--- src/rtl/spi_custom_master.sv ---
// rtl/spi_custom_master.sv - custom 3-wire SPI master: framed MOSI transmitter and start-bit MISO receiver
module spi_custom_master #(
  parameter int KEY_LENGTH = 32
) (
  input  logic                  SCLK,
  input  logic                  rst,
  input  logic [KEY_LENGTH-1:0] tx_data,
  input  logic                  tx_valid,
  output logic                  tx_ready,
  output logic                  tx_frame_start,
  output logic                  MOSI,
  input  logic                  MISO,
  output logic [KEY_LENGTH-1:0] rx_data,
  output logic                  rx_valid,
  output logic                  rx_busy
);

  localparam int CW = $clog2(KEY_LENGTH + 1);
  localparam int RW = (KEY_LENGTH > 1) ? $clog2(KEY_LENGTH) : 1;
  localparam logic [CW-1:0] LAST_BIT = CW'(KEY_LENGTH);
  localparam logic [RW-1:0] LAST_RX  = RW'(KEY_LENGTH - 1);

  typedef enum logic {
    IDLE,
    RECV
  } rx_state_t;

  logic [CW-1:0]         bit_cnt;
  logic                  hold_full;
  logic [KEY_LENGTH-1:0] hold;
  logic [KEY_LENGTH:0]   tx_shift;
  logic                  boundary;
  logic                  accept;

  rx_state_t             rx_state;
  rx_state_t             rx_state_next;
  logic [RW-1:0]         rx_cnt;
  logic [KEY_LENGTH-2:0] rx_shift;
  logic                  rx_start;
  logic                  rx_shift_en;
  logic                  rx_done;

  assign tx_ready = !hold_full;
  assign boundary = (bit_cnt == LAST_BIT);
  assign accept   = tx_valid && !hold_full;

  // Frame counter runs in lockstep with the slave's counter from reset release.
  always_ff @(posedge SCLK or posedge rst) begin
    if (rst) begin
      bit_cnt <= '0;
    end else if (boundary) begin
      bit_cnt <= '0;
    end else begin
      bit_cnt <= bit_cnt + CW'(1);
    end
  end

  // A word accepted on the boundary edge waits in hold; it never bypasses into the frame starting now.
  always_ff @(posedge SCLK or posedge rst) begin
    if (rst) begin
      hold_full      <= 1'b0;
      hold           <= '0;
      tx_shift       <= '0;
      tx_frame_start <= 1'b0;
    end else begin
      tx_frame_start <= boundary && hold_full;
      if (boundary) begin
        tx_shift <= hold_full ? {1'b1, hold} : '0;
      end
      if (accept) begin
        hold      <= tx_data;
        hold_full <= 1'b1;
      end else if (boundary) begin
        hold_full <= 1'b0;
      end
    end
  end

  always_ff @(negedge SCLK or posedge rst) begin
    if (rst) begin
      MOSI <= 1'b0;
    end else begin
      MOSI <= tx_shift[bit_cnt];
    end
  end

  always_ff @(posedge SCLK or posedge rst) begin
    if (rst) begin
      rx_state <= IDLE;
    end else begin
      rx_state <= rx_state_next;
    end
  end

  always_comb begin
    rx_state_next = rx_state;
    rx_start      = 1'b0;
    rx_shift_en   = 1'b0;
    rx_done       = 1'b0;
    case (rx_state)
      IDLE: begin
        if (MISO) begin
          rx_state_next = RECV;
          rx_start      = 1'b1;
        end
      end
      RECV: begin
        rx_shift_en = 1'b1;
        if (rx_cnt == LAST_RX) begin
          rx_done       = 1'b1;
          rx_state_next = IDLE;
        end
      end
      default: rx_state_next = IDLE;
    endcase
  end

  // LSB arrives first, so bits enter at the top and walk down.
  always_ff @(posedge SCLK or posedge rst) begin
    if (rst) begin
      rx_cnt   <= '0;
      rx_shift <= '0;
      rx_data  <= '0;
      rx_valid <= 1'b0;
      rx_busy  <= 1'b0;
    end else begin
      rx_valid <= rx_done;
      if (rx_start) begin
        rx_cnt  <= '0;
        rx_busy <= 1'b1;
      end
      if (rx_shift_en) begin
        rx_shift <= {MISO, rx_shift[KEY_LENGTH-2:1]};
        rx_cnt   <= rx_cnt + RW'(1);
      end
      if (rx_done) begin
        rx_data <= {MISO, rx_shift};
        rx_busy <= 1'b0;
      end
    end
  end

endmodule

--- config.mk ---
export PLATFORM = sky130hd
export DESIGN_NAME = spi_custom_master
export DESIGN_NICKNAME = d
export VERILOG_FILES = /design/src/rtl/spi_custom_master.sv
export SDC_FILE = /design/constraint.sdc
export NUM_CORES = 1
export LEC_CHECK = 0
export ABC_AREA = 1
export CELL_PAD_IN_SITES_DETAIL_PLACEMENT = 1
export CELL_PAD_IN_SITES_GLOBAL_PLACEMENT = 1
export CORE_ASPECT_RATIO = 0.75
export CORE_MARGIN = 8
export CORE_UTILIZATION = 40
export CTS_BUF_LIST = sky130_fd_sc_hd__clkbuf_4
export CTS_CLUSTER_DIAMETER = 100
export DETAILED_ROUTE_END_ITERATION = 10
export DONT_BUFFER_PORTS = 1
export PLACE_DENSITY = 0.7
export SYNTH_ARGS = -nofsm -noshare
export SYNTH_HDL_FRONTEND = slang
export SYNTH_SLANG_ARGS = --single-unit
--- constraint.sdc ---
create_clock -name SCLK -period 11.9 [get_ports SCLK]
set_input_delay 1.19 -clock SCLK [delete_from_list [all_inputs] [get_ports SCLK]]
set_output_delay 1.19 -clock SCLK [all_outputs]
set_load 0.05 [all_outputs]
==> qor.log <==
INFO  worst_setup_path reg2reg_depth=9
INFO  clock_tree     cts_setup_buffers=0
INFO  detailed_routing ant_nets=0
INFO  logic_synthesis synth_most_common_cell=sky130_fd_sc_hd__nand2_1
INFO  hold_path      worst_hold_startpoint=rx_shift[24]$_DFFE_PP0P_
INFO  sta            postLayoutSetupSlackWorst=3.600ns
INFO  global_routing gr-total-overflow=0
INFO  global_routing grt.total_usage=0.1527
INFO  detailed_routing num_vias=4,086
INFO  clock_tree     longest_clk_path_bufs=2
INFO  logic_synthesis yosys-top-cells-count=sky130_fd_sc_hd__nand2_1, sky130_fd_sc_hd__dfrtp_1, sky130_fd_sc_hd__o21ai_0
INFO  sta            rsz0062_at_grt=no
INFO  placed_design  globalplace.congestion=0.7825
INFO  hold_path      holdCritPathClass=register to register
INFO  clock_tree     htreeDepth=4
INFO  placed_design  port_buffers=0
INFO  clock_tree     postCtsHoldBufs=0
INFO  detailed_routing route.detailed.wl_per_inst=15.27µm
INFO  sta            totalNegativeSetupSlack=0ns
INFO  sta            final-setup-viol-count=0
INFO  floorplan      die_y=121.1µm
INFO  clock_tree     post_cts_resized=0
INFO  power_and_ir_drop power_leakage=3.172nW
INFO  floorplan      floorplan.io_pins=73
INFO  clock_tree     clock_transition_at_the_register_clock_pins_on_the_worst_setup_and_hold_paths_after_cts=0.12ns
INFO  finish         final_layout_size_suffix_gt1_frac=0.06912
INFO  flow_run       drv_cap=0
INFO  sta            maxSlewHeadroom=0.3053
INFO  sta            drv_slew=0
INFO  logic_synthesis synthesis.yosys.warnings=0
INFO  hold_path      holdPathStages=2
INFO  detailed_routing first_iter_violations=165
INFO  global_routing grt_first_pass_wirelength=23.03mm
INFO  logic_synthesis net_count_synth=688
INFO  detailed_routing drt_wl_total=13.00mm
INFO  worst_setup_path cp.arrival=7.11ns
INFO  logic_synthesis netlist_top_cells_area=sky130_fd_sc_hd__dfrtp_1, sky130_fd_sc_hd__nand2_1, sky130_fd_sc_hd__o21ai_0
INFO  logic_synthesis synth-edff-count=0
INFO  hold_path      hold-path-endpoint=rx_shift[23]$_DFFE_PP0P_
INFO  worst_setup_path setup_slack_on_the_worst_flop_to_flop_path=4.07ns
INFO  clock_tree     cts_tree=done
INFO  detailed_routing routed_via_density=4.801
INFO  global_routing first_global_vias=4,435
INFO  logic_synthesis post_synth_num_cell_types=29
INFO  sta            max_slew.worst_pin.slew=1.041ns
INFO  detailed_routing drc=0
INFO  worst_setup_path worst-endpoint-required=10.71ns
INFO  floorplan      die_width=156.1µm
INFO  power_and_ir_drop highest_ir_drop_seen_on_vdd=0.09191mV
INFO  worst_setup_path worstPathMaxFanout=1
INFO  logic_synthesis synthCells=648
INFO  worst_setup_path crit_path_end_kind=output port
INFO  clock_tree     worstSkewPairLatency=0.54ns
INFO  floorplan      fp.dieArea=18,910µm²
INFO  logic_synthesis synth-seq-cells=145
INFO  logic_synthesis netlist.top_cell.by_area=sky130_fd_sc_hd__dfrtp_1
INFO  placed_design  place_worst_setup_slack=4.092ns
INFO  global_routing pin_count_of_the_biggest_net_entering_global_routing=89
INFO  logic_synthesis post_synth_arst_share=1.000
INFO  worst_setup_path reg2reg_to=MOSI$_DFF_NP0_
INFO  clock_tree     clockRootBuffer=sky130_fd_sc_hd__clkbuf_4
INFO  clock_tree     cts_sinks=145
INFO  floorplan      placement_rows=38
INFO  clock_tree     cts-buffers-inserted=17
INFO  floorplan      core-area=14,450µm²
INFO  worst_setup_path timing.setup.critical_path_class=register to output port
INFO  logic_synthesis ys.flop_type=sky130_fd_sc_hd__dfrtp_1
INFO  floorplan      initial_core_util=0.4075
INFO  sta            worst_hold_slack=0.4870ns
INFO  finish         antenna_cells=0
INFO  sta            fin_worst_skew=0.07555ns
INFO  worst_setup_path r2r-start=bit_cnt[1]$_DFF_PP0_
INFO  power_and_ir_drop pwr_dens=245.8nW/µm²
INFO  logic_synthesis synth_seq_area_share=0.6160
INFO  finish         num-fill-cells=1,729
INFO  outcome        outcome=finished clean
INFO  detailed_routing drt_first_pass_iters=4
INFO  placed_design  dp_hpwl=8.616mm
INFO  global_routing grt_antenna_before_repair=0
INFO  finish         fin_nets=678
INFO  finish         utilization=0.4336
INFO  logic_synthesis fraction_of_synthesized_cell_area_taken_by_the_top_area_cell_type=0.6117
INFO  logic_synthesis synthesis.area=5891µm²
INFO  sta            final_hold_viol_count=0
INFO  logic_synthesis avgSynthCellArea=9.091µm²
INFO  finish         syn2layout_area_growth=6.393%
INFO  power_and_ir_drop totalPowerFinal=1.541mW
INFO  worst_setup_path setup.worst_path.start_class=register
## power breakdown
part,internal [mW],switching (mW)
combinational,0.105,0.162
sequential,0.674,0.282
clock,0.143,0.174
## flip-flops by register name, indices dropped and copies added (netlist names)
| register | flops |
|---|---|
| MOSI | 1 |
| bit_cnt | 6 |
| hold | 32 |
| hold_full | 1 |
| rx_busy | 1 |
| rx_cnt | 5 |
| rx_data | 32 |
| rx_shift | 31 |
| rx_state | 1 |
| rx_valid | 1 |
| tx_frame_start | 1 |
| tx_shift | 33 |
## through the flow
step / cells / area (µm²)
detailed placement: 819 / 5986
global placement: 819 / 5986
CTS: 851 / 6267
global route: 851 / 6267
floorplan: 648 / 5891
finish: 851 / 6267
## worst max path at each step
stage	depth (start not counted)	from	to
after CTS	0	MOSI$_DFF_NP0_	MOSI
after global routing	0	MOSI$_DFF_NP0_	MOSI
after global placement	0	MOSI$_DFF_NP0_	MOSI
final	0	MOSI$_DFF_NP0_	MOSI
after floorplan	1	rst	MOSI$_DFF_NP0_
after detailed placement	0	MOSI$_DFF_NP0_	MOSI
## area by class of cell
cell class	instances	area, µm²	share of cell area
Sequential cell	145	3630	0.5792
Timing Repair Buffer	2	15.01	0.002396
Clock buffer	18	135.1	0.02156
Tap cell	200	250.2	0.03993
Inverter	78	297.8	0.04751
Multi-Input combinational cell	394	1793	0.2861
Clock inverter	14	146.4	0.02336
## metal layers
| layer | wire, µm | vias to the layer above | part of all wire | track usage |
|---|---|---|---|---|
| met4 | 199 | 0 | 0.015 | 0.05569 |
| met1 | 6505 | 2004 | 0.50 | 0.2085 |
| met3 | 572 | 17 | 0.044 | 0.04520 |
| met5 | 0 | - | 0 | 0 |
| met2 | 5719 | 65 | 0.44 | 0.2269 |
| li1 | - | 2000 | - | - |
## cells by family after synthesis
kind of cell	Yosys count	synth area share
flops	145	0.6160
buf+inv	109	0.08007
fa+ha+maj	4	0.008497
xor+xnor	1	0.001487
simple gates	279	0.1905
compound gates	110	0.1034
## layout by cell type, fill, tap and decap left out
| cell type | instances |
|---|---|
| sky130_fd_sc_hd__a22oi_1 | 1 |
| sky130_fd_sc_hd__and3_1 | 1 |
| sky130_fd_sc_hd__nor2_1 | 8 |
| sky130_fd_sc_hd__o211ai_1 | 3 |
| sky130_fd_sc_hd__inv_6 | 1 |
| sky130_fd_sc_hd__xor2_1 | 1 |
| sky130_fd_sc_hd__dfrtn_1 | 1 |
| sky130_fd_sc_hd__a31oi_1 | 1 |
| sky130_fd_sc_hd__o21bai_1 | 1 |
| sky130_fd_sc_hd__clkinv_1 | 6 |
| sky130_fd_sc_hd__nor2_8 | 1 |
| sky130_fd_sc_hd__nor3_1 | 3 |
| sky130_fd_sc_hd__dfrtp_1 | 143 |
| sky130_fd_sc_hd__ha_1 | 4 |
| sky130_fd_sc_hd__clkinv_2 | 3 |
| sky130_fd_sc_hd__nand3_4 | 1 |
| sky130_fd_sc_hd__nand2_1 | 239 |
| sky130_fd_sc_hd__inv_2 | 1 |
| sky130_fd_sc_hd__bufinv_16 | 3 |
| sky130_fd_sc_hd__inv_1 | 75 |
| sky130_fd_sc_hd__clkbuf_4 | 18 |
| sky130_fd_sc_hd__nand4_1 | 1 |
| sky130_fd_sc_hd__nand2_2 | 1 |
| sky130_fd_sc_hd__clkinvlp_4 | 3 |
| sky130_fd_sc_hd__a21oi_1 | 7 |
| sky130_fd_sc_hd__o21ai_0 | 85 |
| sky130_fd_sc_hd__buf_4 | 2 |
| sky130_fd_sc_hd__dfrtp_2 | 1 |
| sky130_fd_sc_hd__a22o_1 | 3 |
| sky130_fd_sc_hd__nand3_1 | 23 |
| sky130_fd_sc_hd__o21ai_2 | 9 |
| sky130_fd_sc_hd__nor2_4 | 1 |
No activity file was read; power rests on OpenSTA's default activity.
